`src/rtl/gray_codec_pipe_if.sv`:
```
// Stream bundle for gray_codec_pipe: an input stream of {mode,data} words
// and an output stream of converted words with their step-error flag.
//
// Handshake: a word moves across a stream only on a posedge where valid and
// ready are both high. The producer keeps valid and its payload steady until
// that transfer. Ready may depend combinationally on the consumer's state,
// but never on valid of the same stream.
interface gray_codec_pipe_if #(
    parameter int WIDTH = 8
);
    logic             in_valid;
    logic             in_ready;
    logic             in_mode;
    logic [WIDTH-1:0] in_data;
    logic             out_valid;
    logic             out_ready;
    logic             out_mode;
    logic [WIDTH-1:0] out_data;
    logic             out_step_err;

    // Source/sink side: drives the input stream and sinks the results
    modport master (
        output in_valid, in_mode, in_data, out_ready,
        input  in_ready, out_valid, out_mode, out_data, out_step_err
    );

    // Converter side
    modport slave (
        input  in_valid, in_mode, in_data, out_ready,
        output in_ready, out_valid, out_mode, out_data, out_step_err
    );
endinterface

```
`src/rtl/gray_codec_pipe.sv`:
```
// gray_codec_pipe: two-stage pipelined binary<->Gray converter.
// Each word selects its own direction (mode 0 = bin->gray, 1 = gray->bin).
// S1 registers the accepted word. The conversion runs between S1 and S2.
// S2 drives the output stream. Both stages advance at once, so the block
// sustains one word per cycle.
// Optional feature macro: GRAY_STEP_CHECK_EN. When it is defined, the block
// flags each gray->bin input that is not exactly one bit away from the
// previous gray->bin input.
module gray_codec_pipe #(
    parameter int WIDTH = 8
) (
    input  logic              clk,
    input  logic              rst,
    gray_codec_pipe_if.slave  bus
);

    logic             s1_valid;
    logic             s1_mode;
    logic [WIDTH-1:0] s1_data;
    logic             s2_valid;
    logic             s2_mode;
    logic [WIDTH-1:0] s2_data;
    logic             s1_adv;
    logic             s2_adv;
    logic             in_fire;
    logic [WIDTH-1:0] conv_data;

    // Prefix XOR from the MSB down recovers the binary value from the Gray code
    function automatic logic [WIDTH-1:0] gray_to_bin(input logic [WIDTH-1:0] g);
        logic [WIDTH-1:0] b;
        b = '0;
        b[WIDTH-1] = g[WIDTH-1];
        for (int i = WIDTH - 2; i >= 0; i--) begin
            b[i] = b[i+1] ^ g[i];
        end
        return b;
    endfunction

    // Stage advance: a stage may load when it is empty or its content moves on
    always_comb begin
        s2_adv = !s2_valid || bus.out_ready;
        s1_adv = !s1_valid || s2_adv;
    end

    assign bus.in_ready = s1_adv;
    assign in_fire      = bus.in_valid && s1_adv;

    // Conversion between S1 and S2, selected by the word's own mode bit
    always_comb begin
        conv_data = s1_data ^ (s1_data >> 1);
        if (s1_mode) begin
            conv_data = gray_to_bin(s1_data);
        end
    end

    // S1: capture the incoming word whenever the stage can advance
    always_ff @(posedge clk) begin
        if (rst) begin
            s1_valid <= 1'b0;
            s1_mode  <= 1'b0;
            s1_data  <= '0;
        end else if (s1_adv) begin
            s1_valid <= bus.in_valid;
            if (bus.in_valid) begin
                s1_mode <= bus.in_mode;
                s1_data <= bus.in_data;
            end
        end
    end

    // S2: register the converted result; hold it while the sink stalls
    always_ff @(posedge clk) begin
        if (rst) begin
            s2_valid <= 1'b0;
            s2_mode  <= 1'b0;
            s2_data  <= '0;
        end else if (s2_adv) begin
            s2_valid <= s1_valid;
            if (s1_valid) begin
                s2_mode <= s1_mode;
                s2_data <= conv_data;
            end
        end
    end

    assign bus.out_valid = s2_valid;
    assign bus.out_mode  = s2_mode;
    assign bus.out_data  = s2_data;

`ifdef GRAY_STEP_CHECK_EN
    logic [WIDTH-1:0] prev_code;
    logic             prev_vld;
    logic             in_err;
    logic             s1_err;
    logic             s2_err;

    // A legal Gray step changes exactly one bit; a repeated code is also an error
    always_comb begin
        in_err = bus.in_mode && prev_vld && ($countones(bus.in_data ^ prev_code) != 1);
    end

    // History of the last accepted gray->bin code; bin->gray words leave it alone
    always_ff @(posedge clk) begin
        if (rst) begin
            prev_code <= '0;
            prev_vld  <= 1'b0;
        end else if (in_fire && bus.in_mode) begin
            prev_code <= bus.in_data;
            prev_vld  <= 1'b1;
        end
    end

    // Error flag travels alongside its word through both stages
    always_ff @(posedge clk) begin
        if (rst) begin
            s1_err <= 1'b0;
            s2_err <= 1'b0;
        end else begin
            if (s1_adv && bus.in_valid) begin
                s1_err <= in_err;
            end
            if (s2_adv && s1_valid) begin
                s2_err <= s1_err;
            end
        end
    end

    assign bus.out_step_err = s2_valid && s2_err;
`else
    assign bus.out_step_err = 1'b0;
`endif

endmodule

```
`src/flat_wrapper.sv`:
```
// flat-port wrapper written by rule: the top's interface ports become plain ports
module gray_codec_pipe_flat 
#(
    parameter int WIDTH = 8
)
  (clk, rst, bus_in_valid, bus_in_mode, bus_in_data, bus_out_ready, bus_in_ready, bus_out_valid, bus_out_mode, bus_out_data, bus_out_step_err);
  gray_codec_pipe_if #(.WIDTH(WIDTH)) bus_i ();
  input  logic clk;
  input  logic rst;
  input wire logic [$bits(bus_i.in_valid)-1:0] bus_in_valid;
  input wire logic [$bits(bus_i.in_mode)-1:0] bus_in_mode;
  input wire logic [$bits(bus_i.in_data)-1:0] bus_in_data;
  input wire logic [$bits(bus_i.out_ready)-1:0] bus_out_ready;
  output wire logic [$bits(bus_i.in_ready)-1:0] bus_in_ready;
  output wire logic [$bits(bus_i.out_valid)-1:0] bus_out_valid;
  output wire logic [$bits(bus_i.out_mode)-1:0] bus_out_mode;
  output wire logic [$bits(bus_i.out_data)-1:0] bus_out_data;
  output wire logic [$bits(bus_i.out_step_err)-1:0] bus_out_step_err;
  assign bus_i.in_valid = bus_in_valid;
  assign bus_i.in_mode = bus_in_mode;
  assign bus_i.in_data = bus_in_data;
  assign bus_i.out_ready = bus_out_ready;
  assign bus_in_ready = bus_i.in_ready;
  assign bus_out_valid = bus_i.out_valid;
  assign bus_out_mode = bus_i.out_mode;
  assign bus_out_data = bus_i.out_data;
  assign bus_out_step_err = bus_i.out_step_err;
  gray_codec_pipe #(.WIDTH(WIDTH)) u_core (.clk(clk), .rst(rst), .bus(bus_i));
endmodule
```
`config.mk`:
```
export PLATFORM = sky130hd
export DESIGN_NAME = gray_codec_pipe_flat
export DESIGN_NICKNAME = d
export VERILOG_FILES = /design/src/rtl/gray_codec_pipe_if.sv /design/src/rtl/gray_codec_pipe.sv /design/src/flat_wrapper.sv
export SDC_FILE = /design/constraint.sdc
export NUM_CORES = 1
export LEC_CHECK = 0
export BUFFER_PORTS_ARGS = -buffer_cell sky130_fd_sc_hd__buf_2
export CORE_MARGIN = 3
export CORE_UTILIZATION = 51
export CTS_BUF_LIST = sky130_fd_sc_hd__clkbuf_8 sky130_fd_sc_hd__clkbuf_16
export DETAILED_ROUTE_END_ITERATION = 7
export PLACE_DENSITY_LB_ADDON = 0.08
export SYNTH_ARGS = -nofsm -noshare
export SYNTH_HDL_FRONTEND = slang
export SYNTH_SLANG_ARGS = --single-unit
```
`constraint.sdc`:
```
create_clock -name clk -period 2.2 [get_ports clk]
set_input_delay 0.44 -clock clk [delete_from_list [all_inputs] [get_ports clk]]
set_output_delay 0.44 -clock clk [all_outputs]
set_load 0.05 [all_outputs]
```
=== Word level (Yosys, flattened, before mapping) ===
Cells that the tools add are included.

* Flip-flop bits (word level): 20
* Bits of input ports: 13
* Word-level logic and storage cells: 21

* Multiplexer cells: 1
* Bitwise gates (word level): 8
* Reduce and logical (&&, ||, !) cells: 6

{| class="wikitable"
|+ Operators by type and width
! cell !! number
|-
| $mux 8 || 1
|-
| $xor 8x7->8 || 1
|-
| $xor 1x1->1 || 7
|-
| $reduce_and 2->1 || 2
|-
| $logic_not 1->1 || 2
|-
| $logic_or 1x1->1 || 2
|}

=== Depth between registers and ports, before layout ===
Gate-level depths: netlist of the first run.

* Depth in word-level cells: 8
* Gate-level depth with buffers: 5

=== Worst setup path before layout of the first run ===
OpenSTA, ideal clock, no wires.

* Path type: reg2out
* Start: register u_core.s2_valid, in the netlist u_core.bus.out_valid
* End: output bus_in_ready
* Arrival time: 1.313 ns
* Required time: 1.760 ns
* Setup slack: 0.447 ns
* Cell stages (with the launch flop): 3
* Buffers on the path: 1
* Path through: dfxtp_1 > nand3b_1 > clkbuf_1

* Cells in the longest elaborated chain, start to end: 3

{| class="wikitable"
|+ Ends and longest elaborated chain
! element !! line !! source
|-
| start, declared || gray_codec_pipe.sv:20 || <nowiki>logic s2_valid;</nowiki>
|-
| start signal, assigned || gray_codec_pipe.sv:78 || <nowiki>s2_valid <= s1_valid;</nowiki>
|-
| $logic_not 1->1 || gray_codec_pipe.sv:41 || <nowiki>s2_adv = !s2_valid || bus.out_ready;</nowiki>
|-
| $logic_or 1x1->1 || gray_codec_pipe.sv:41 ||
|-
| $logic_or 1x1->1 || gray_codec_pipe.sv:42 || <nowiki>s1_adv = !s1_valid || s2_adv;</nowiki>
|-
| end, declared || flat_wrapper.sv:14 || <nowiki>output wire logic [$bits(bus_i.in_ready)-1:0] bus_in_ready;</nowiki>
|}

No other way between the ends.

=== Worst setup path in the final report of the first run ===
* Start: register u_core.s1_data[7]
* End: register u_core.s2_data[1], in the netlist u_core.bus.out_data[1]

* Cells in the longest elaborated chain, start to end: 7

{| class="wikitable"
|+ Ends and longest elaborated chain
! element !! line !! source
|-
| start, declared || gray_codec_pipe.sv:19 || <nowiki>logic [WIDTH-1:0] s1_data;</nowiki>
|-
| start signal, assigned || gray_codec_pipe.sv:66 || <nowiki>s1_data <= bus.in_data;</nowiki>
|-
| $xor 1x1->1 (6 in a row) || gray_codec_pipe.sv:34 || <nowiki>b[i] = b[i+1] ^ g[i];</nowiki>
|-
| $mux 8 || gray_codec_pipe.sv:51 || <nowiki>if (s1_mode) begin</nowiki>
|-
| end signal, assigned || gray_codec_pipe.sv:81 || <nowiki>s2_data <= conv_data;</nowiki>
|-
| end, declared || gray_codec_pipe.sv:22 || <nowiki>logic [WIDTH-1:0] s2_data;</nowiki>
|}

No other way between the ends.
A chain may end at the register's enable or synchronous reset.

==> results.toml, run 1 <==
[timing]
max_freq_mhz = 575.9
min_period_over_period_pct = 78.92
finalCriticalPeriod_ps = 1736
finalSetupTns_ps = 0
hold_viol = 0
skew_ps = 1.894
final_max_slew_viol_count = 0
setup_viol = 0
rsz0062_at_grt = "no"

[grt]
grt_first_pass_wirelength_um = 3256
grt_pass1_vias = 777
antenna_found_initial = 0
grt_usage_pct = 17.27
grt.overflow.total = 0
grt_max_degree = 29

[floorplan]
die_height_um = 50.28
die_x_um = 50.28
core_area_um2 = 1783
io_pins = 25
fp.dieArea_um2 = 2528
num_rows = 15
initial_core_util_pct = 56.07

[synthesis]
synth_top_family_by_area = "simple AND/OR/NAND/NOR gates"
synth-async-reset-ratio_pct = 0
synth_cells = 117
synth-seq-cells = 20
synth_top_area_share_pct = 40.05
synth-xor-area-share_pct = 15.39
synth.distinct_cells = 33
synth_edf_count = 0
synth.largest_area_cell = "dfxtp_1"
synth.most_common_cell = "nand2_1"
synth_flop_cell = "dfxtp_1"
synthAdderAreaFrac_pct = 0
synth-simple-area-share_pct = 24.91
synth_area_um2 = 999.7
yosys_warnings = 0
synth_nets = 130
synth_commonest_cells = "nand2_1 (23), dfxtp_1 (20), a21oi_1 (14)"
synth_compound_area_share_pct = 13.64
yosysSeqAreaShare_pct = 40.05
ys_top_cells_by_area = "dfxtp_1 (40%), nand2_1 (8.6%), a21oi_1 (7.0%), xnor2_1 (5.3%), nand3_1 (5.0%)"
synth_mux_area_share_pct = 1.001
syn_area_per_cell_um2 = 8.545

[critical_path]
cp_slowest_cell = "xor3_2"
end_kind = "register"
crit_chain = "xor3_2 > xnor2_1 > a2111oi_1 > a311o_1"
cp.arrival_ps = 1940
required_ps = 2410
worstPathMaxFanout = 5
slowest_delay_ps = 530
crit_type = "register to register"
crit_path_start_kind = "register"

[clock_network]
post-cts-setup-buffer-count = 0
clk_pin_slew_worst_paths_ps = 80
clock_sinks = 20
clockBufferDepth = 2
cts_root_buf = "clkbuf_8"
hold_buffers = 0
htreeDepth = 1
cts_tree = "done"
clk_latency_ps = 260
cts_buffers = 3
ctsResizeCount = 0

[power]
ir_drop_uv = 607.6
power_leakage_nw = 0.4911
total_power_w = 0.0009382
power_density_nw_per_um2 = 790.9

[job]
max_cap_viol_count = 0

[layout]
multiInputGateArea_um2 = 553.0
regArea_um2 = 400.4
drive_gt1_share_pct = 21.90
n_fill_cell = 162
nets = 151
num_antenna_cells = 0
syn_to_final_growth_pct = 18.65

[drt]
first_pass_iters = 4
wl_per_cell_um = 12.09
num_vias = 849
drc = 0
drt_wl_total_um = 1958
drt_iter0_markers = 4
postRouteAntennaNets = 0
viasPerCell = 5.241

[place]
portBuffers = 23
place.gp.congestion = 0.7625

[hold_path]
min_path_type = "primary input to register"

[status]
status = "finished clean"
## through the flow
step / hold WS [ps] / util [%] / setup slack, ps / instances / instance area [µm²]
floorplan: 448.1 / - / 447.0 / 117 / 999.7
global placement: 435.5 / 62.53 / 550.5 / 158 / 1115
detailed placement: 444.3 / 62.53 / 490.0 / 158 / 1115
CTS: 415.6 / 66.53 / 462.1 / 162 / 1186
global route: 414.8 / 66.53 / 384.2 / 162 / 1186
finish: 420.8 / 66.53 / 463.7 / 162 / 1186
## cell type report
cell class,instances,area share (%)
clock buffer,3,3.481
clock inverter,1,2.532
inverter,2,0.6329
multi-input combinational,87,46.62
sequential,20,33.76
tap,25,2.637
timing repair buffer,24,10.34
## final timing paths
path	slack, ps	startpoint	to	depth (start not counted)
worst max-delay path	460	u_core.s1_data[7]	u_core.bus.out_data[1]	4
worst min-delay path	420	bus_in_data[4]	u_core.s1_data[4]	3
worst max register to register	460	u_core.s1_data[7]	u_core.bus.out_data[1]	4
worst min register to register	450	u_core.bus.out_data[5]	u_core.bus.out_data[5]	2
## per-layer routing
| metal | GRT usage, % | up-vias | wire, µm |
|---|---|---|---|
| met5 | 0 | - | 0 |
| li1 | - | 439 | - |
| met4 | 9.677 | 0 | 43 |
| met3 | 4.451 | 5 | 120 |
| met1 | 18.84 | 377 | 848 |
| met2 | 30.00 | 28 | 946 |
## registers in the layout (all words and copies together), names as in the netlist
| signal | cells |
|---|---|
| u_core.bus.out_data | 8 |
| u_core.bus.out_mode | 1 |
| u_core.bus.out_valid | 1 |
| u_core.s1_data | 8 |
| u_core.s1_mode | 1 |
| u_core.s1_valid | 1 |
## cell families (layout without fill, tap and decap cells)
family / Yosys count / in the layout
AOI/OAI and AO/OA: 22 / 22
muxes: 1 / 1
and+or+nand+nor: 51 / 51
buffers and inverters: 10 / 30
DFF: 20 / 20
other: 1 / 1
xor gates and xnor gates: 12 / 12
## power by group
| group | total [W] | switching, W | internal (W) |
|---|---|---|---|
| Combinational | 0.000166 | 0.0000994 | 0.0000662 |
| Clock | 0.000370 | 0.000127 | 0.000243 |
| Sequential | 0.000403 | 0.0000209 | 0.000382 |
| Total | 0.000938 | 0.000247 | 0.000691 |
## worst max-delay path: cells and delay by family, from the launching register on
kind,cells,cell delay [ps]
compound gates,2,580
xor+xnor,2,700
flops,1,400
## layout by cell type, fill, tap and decap left out, drive strengths merged
cell     synthesis  routed
buf              4      24
a211o            1       1
and2             1       1
o31ai            1       1
bufinv           0       1
nand2           23      23
o21ai            1       1
a21oi           14      14
xor2             3       3
a311o            1       1
o32ai            1       1
mux2i            1       1
nand3           10      10
o311ai           1       1
conb             1       1
xor3             1       1
nor4b            1       1
a2111oi          1       1
a211oi           1       1
nor3             2       2
nor3b            2       2
xnor2            7       7
clkbuf           4       3
inv              2       2
nand2b           3       3
nand3b           4       4
dfxtp           20      20
nor2             3       3
xnor3            1       1
nor4             1       1
nor2b            1       1
Power figures use the tool's default switching activity.
==> inputs of run 2 (changes only) <==
- clock period: 2.2 -> 1.6 ns (I/O delays scaled with it)
==> run 2 against run 1 <==
Compared with the run above:
- fmax grew 13%
- sequential share of layout area shrank 1.2 points
- critical path depth stayed put
- register-to-register slack worse by 400 ps
- clock skew grew 1.5 ps
- flip-flop and latch count stayed put
- combinational power up 52%
- non-clock buffer count grew 6
- sequential power increased by 36%
- design area increased by 4.0%
- via count up 3.1%
- die area unchanged
- largest power group unchanged
==> results.toml, run 2 (synthesized netlist as in run 1, its figures left out) <==
[drt]
wl_per_cell_um = 11.80
drc = 0
wl_met3_um = 116
postRouteAntennaNets = 0
wl_met2_um = 909
num_vias = 875
wl_met1_um = 908
top_layer = "met4"
first_pass_iters = 4
drt_wl_total_um = 1982
viasPerCell = 5.208
drt_iter0_markers = 16

[floorplan]
io_pins = 25
fp.dieArea_um2 = 2528
num_rows = 15
die_height_um = 50.28
core_area_um2 = 1783
initial_core_util_pct = 56.07
die_x_um = 50.28

[critical_path]
crit_path_start_kind = "register"
r2r_cells = 4
crit_chain = "xor3_2 > xnor3_1 > nor3_2 > a211o_1"
reg2reg_to = "u_core.bus.out_data[0]"
required_ps = 1750
path_buf_inv = 0
slowest_delay_ps = 490
crit_type = "register to register"
cp.depth = 4
cp.arrival_ps = 1680
end_kind = "register"
reg2reg_slack_ps = 70
reg2reg_from = "u_core.s1_data[7]"
critPathCapture = "u_core.bus.out_data[0]"
worstPathMaxFanout = 4
crit_family = "XOR/XNOR gates"
startpoint = "u_core.s1_data[7]"
cp_slowest_cell = "xor3_2"

[clock_network]
hold_buffers = 0
clk_pin_slew_worst_paths_ps = 70
clock_sinks = 20
clk_latency_ps = 260
cts_root_buf = "clkbuf_8"
clockBufferDepth = 2
htreeDepth = 1
cts_tree = "done"
cts_buffers = 3

[grt]
antenna_found_initial = 0
grt_pass1_vias = 716
grt_first_pass_wirelength_um = 3243
grt_max_degree = 29
grt_usage_pct = 17.55
grt.overflow.total = 0

[timing]
final_max_slew_viol_count = 0
max_freq_mhz = 652.4
finalCriticalPeriod_ps = 1533
skew_ps = 3.399
rsz0062_at_grt = "yes"
hold_viol = 0
setup_ws_ps = 67.16
setup_viol = 0
min_period_over_period_pct = 95.80

[power]
power_density_nw_per_um2 = 964.7
power_leakage_nw = 0.5260
ir_drop_uv = 758.4
total_power_w = 0.001190

[layout]
final_cell_mix = "nand2_1 (23), buf_2 (23), dfxtp_1 (19), a21oi_1 (14), nand3_1 (10)"
num_antenna_cells = 0
syn_to_final_growth_pct = 23.40
multiInputGateArea_um2 = 570.5
drive_gt1_share_pct = 27.97
nets = 157
n_fill_cell = 154
regArea_um2 = 401.6

[place]
place_ws_ps = 8.264
place.gp.congestion = 0.7560
dpl.hpwl_um = 1386
portBuffers = 23

[hold_path]
hold_depth = 3
min_path_type = "primary input to register"

[job]
max_cap_viol_count = 0

[status]
status = "finished clean"
run 2: how the worst min path moves through the flow:
stage	startpoint	endpoint	slack, ps
2_1_floorplan	u_core.s1_data[0]	u_core.s1_data[0]	450
3_3_place_gp	u_core.bus.out_data[5]	u_core.bus.out_data[5]	440
3_5_place_dp	u_core.bus.out_data[4]	u_core.bus.out_data[4]	440
4_1_cts	bus_in_data[4]	u_core.s1_data[4]	300
5_1_grt	bus_in_data[4]	u_core.s1_data[4]	300
6_report	bus_in_data[4]	u_core.s1_data[4]	310
run 2: through the flow:
step	cells	util (%)	hold slack [ps]	instance area (µm²)	TNS (ps)
after floorplan	117	-	448.1	1001	0
after global placement	163	64.63	435.8	1152	0
after detailed placement	163	64.63	441.9	1152	0
after CTS	167	68.00	302.9	1212	0
after global routing	168	69.19	301.2	1234	-4.395
final	168	69.19	306.3	1234	0
run 2: tightest hold or removal path, stage by stage:
cell and delay, ps:
buf_2 90, nand3_1 50, a21oi_1 50
run 2: layout make-up:
| type | count | area share (%) |
|---|---|---|
| tap | 25 | 2.536 |
| timing repair buffer | 30 | 13.59 |
| multi-input combinational | 87 | 46.25 |
| sequential | 20 | 32.56 |
| clock buffer | 4 | 4.462 |
| inverter | 2 | 0.6085 |
run 2: report_power, final:
| part | leakage [nW] | internal (W) | switching, W |
|---|---|---|---|
| combinational | 0.333 | 0.000103 | 0.000150 |
| clock | 0.0288 | 0.000219 | 0.000169 |
| sequential | 0.164 | 0.000525 | 0.0000238 |
| total | 0.526 | 0.000848 | 0.000342 |
run 2: per-layer routing:
layer | up-vias | global-route usage (%)
li1 | 452 | -
met1 | 388 | 21.71
met2 | 30 | 27.39
met3 | 5 | 3.858
met4 | 0 | 11.06
met5 | - | 0
run 2: what timing repair did:
action / in CTS / in global routing
cloned: 0 / 0
pin swaps: 2 / 1
buffers inserted: 0 / 1
endpoints found under the setup margin: 2 / 2
gates resized for setup: 1 / 3
==> inputs of run 3 (changes only) <==
- CTS_BUF_LIST: sky130_fd_sc_hd__clkbuf_8 sky130_fd_sc_hd__clkbuf_16 -> unset
==> run 3 against run 2 <==
Compared with the run above:
- hold slack got worse by 41 ps
- largest power group unchanged
- clock skew is 1.3 ps higher
- sequential share of layout area grew 0.37 points
- highest routed layer unchanged
- critical path type unchanged
==> results.toml, run 3 (synthesized netlist as in run 1, its figures left out) <==
[status]
status = "finished clean"

[floorplan]
die_height_um = 50.28
die_x_um = 50.28
core_area_um2 = 1783
num_rows = 15
initial_core_util_pct = 56.07
io_pins = 25
fp.dieArea_um2 = 2528

[timing]
hold_viol = 0
timing.hold.ws_ps = 265.3
rsz0062_at_grt = "yes"
finalCriticalPeriod_ps = 1499
max_freq_mhz = 667.0
skew_ps = 4.740
setup_viol = 0
min_period_over_period_pct = 93.71
final_max_slew_viol_count = 0

[grt]
grt_pass1_vias = 724
antenna_found_initial = 0
grt.overflow.total = 0
grt_max_degree = 29
grt_usage_pct = 16.74
grt_first_pass_wirelength_um = 3174

[critical_path]
cp.arrival_ps = 1690
crit_type = "register to register"
end_kind = "register"
required_ps = 1790
crit_path_start_kind = "register"
worstPathMaxFanout = 3

[place]
dpl.hpwl_um = 1386
dp.cells = 163
portBuffers = 23
place.gp.congestion = 0.7560

[drt]
first_pass_iters = 4
wl_per_cell_um = 11.16
drt_iter0_markers = 7
drc = 0
num_vias = 854
postRouteAntennaNets = 0
drt_wl_total_um = 1886
viasPerCell = 5.053

[layout]
stdcell_count = 169
num_antenna_cells = 0
final_cell_mix = "nand2_1 (23), buf_2 (23), dfxtp_1 (20), a21oi_1 (14), nand3_1 (10)"
nets = 158
drive_gt1_share_pct = 27.08
syn_to_final_growth_pct = 21.65

[job]
max_cap_viol_count = 0

[clock_network]
cts_root_buf = "clkbuf_4"
clockBufferDepth = 2
clock_sinks = 20
clk_pin_slew_worst_paths_ps = 110
cts_tree = "done"
cts_buffers = 3
htreeDepth = 1
clk_latency_ps = 290

[power]
total_power_w = 0.001090
power_density_nw_per_um2 = 896.5
power_leakage_nw = 0.5215
ir_drop_uv = 569.7

[hold_path]
min_path_type = "primary input to register"
## run 3: area by class of cell
| type | count | area, µm² |
|---|---|---|
| fill | 157 | 566.8 |
| inverter | 2 | 7.507 |
| sequential | 20 | 400.4 |
| clock buffer | 4 | 36.28 |
| tap | 25 | 31.28 |
| multi-input combinational | 87 | 565.5 |
| timing repair buffer | 31 | 175.2 |
## run 3: worst max-delay path, cell delays in order, from the launching register on
cell and delay [ps]:
dfxtp_1 340, xor3_2 480, xnor2_2 210, a2111oi_2 90, a311o_1 280
## run 3: repair_timing
action | 4_1_cts | 5_1_grt
gates resized for setup | 0 | 2
setup buffers | 1 | 1
hold buffers | 0 | 0
endpoints found under the setup margin | 1 | 2
pin swaps | 2 | 3
cloned | 0 | 0
endpoints found under the hold margin | 0 | 0
## run 3: where the power goes
| group | leakage (nW) | switching, W | internal (W) |
|---|---|---|---|
| logic | 0.337 | 0.000146 | 0.000108 |
| clock network | 0.0210 | 0.000149 | 0.000139 |
| registers | 0.164 | 0.0000237 | 0.000525 |
| total | 0.522 | 0.000319 | 0.000771 |
## run 3: layer usage
layer / track usage, % / share of wire (%) / vias to the layer above
li1: - / - / 455
met1: 20.04 / 46 / 371
met2: 27.83 / 47 / 26
met3: 3.858 / 6.2 / 2
met4: 8.295 / 0.90 / 0
met5: 0 / 0 / -
## run 3: metrics by stage
stage	setup TNS, ps	util, %	area (µm²)	setup WS (ps)
after floorplan	0	-	1001	1.184
after global routing	-11.43	68.21	1216	-11.43
after CTS	0	67.09	1196	1.137
final	0	68.21	1216	100.7
after global placement	0	64.63	1152	50.41
after detailed placement	0	64.63	1152	8.264
## run 3: worst paths after layout
path	start	end	slack (ps)	cells past startpoint
worst min-delay path	bus_in_data[4]	u_core.s1_data[4]	270	3
worst max-delay path	u_core.s1_data[7]	u_core.bus.out_data[1]	100	4
worst max register to register	u_core.s1_data[7]	u_core.bus.out_data[1]	100	4
worst min register to register	u_core.bus.out_data[5]	u_core.bus.out_data[5]	450	2
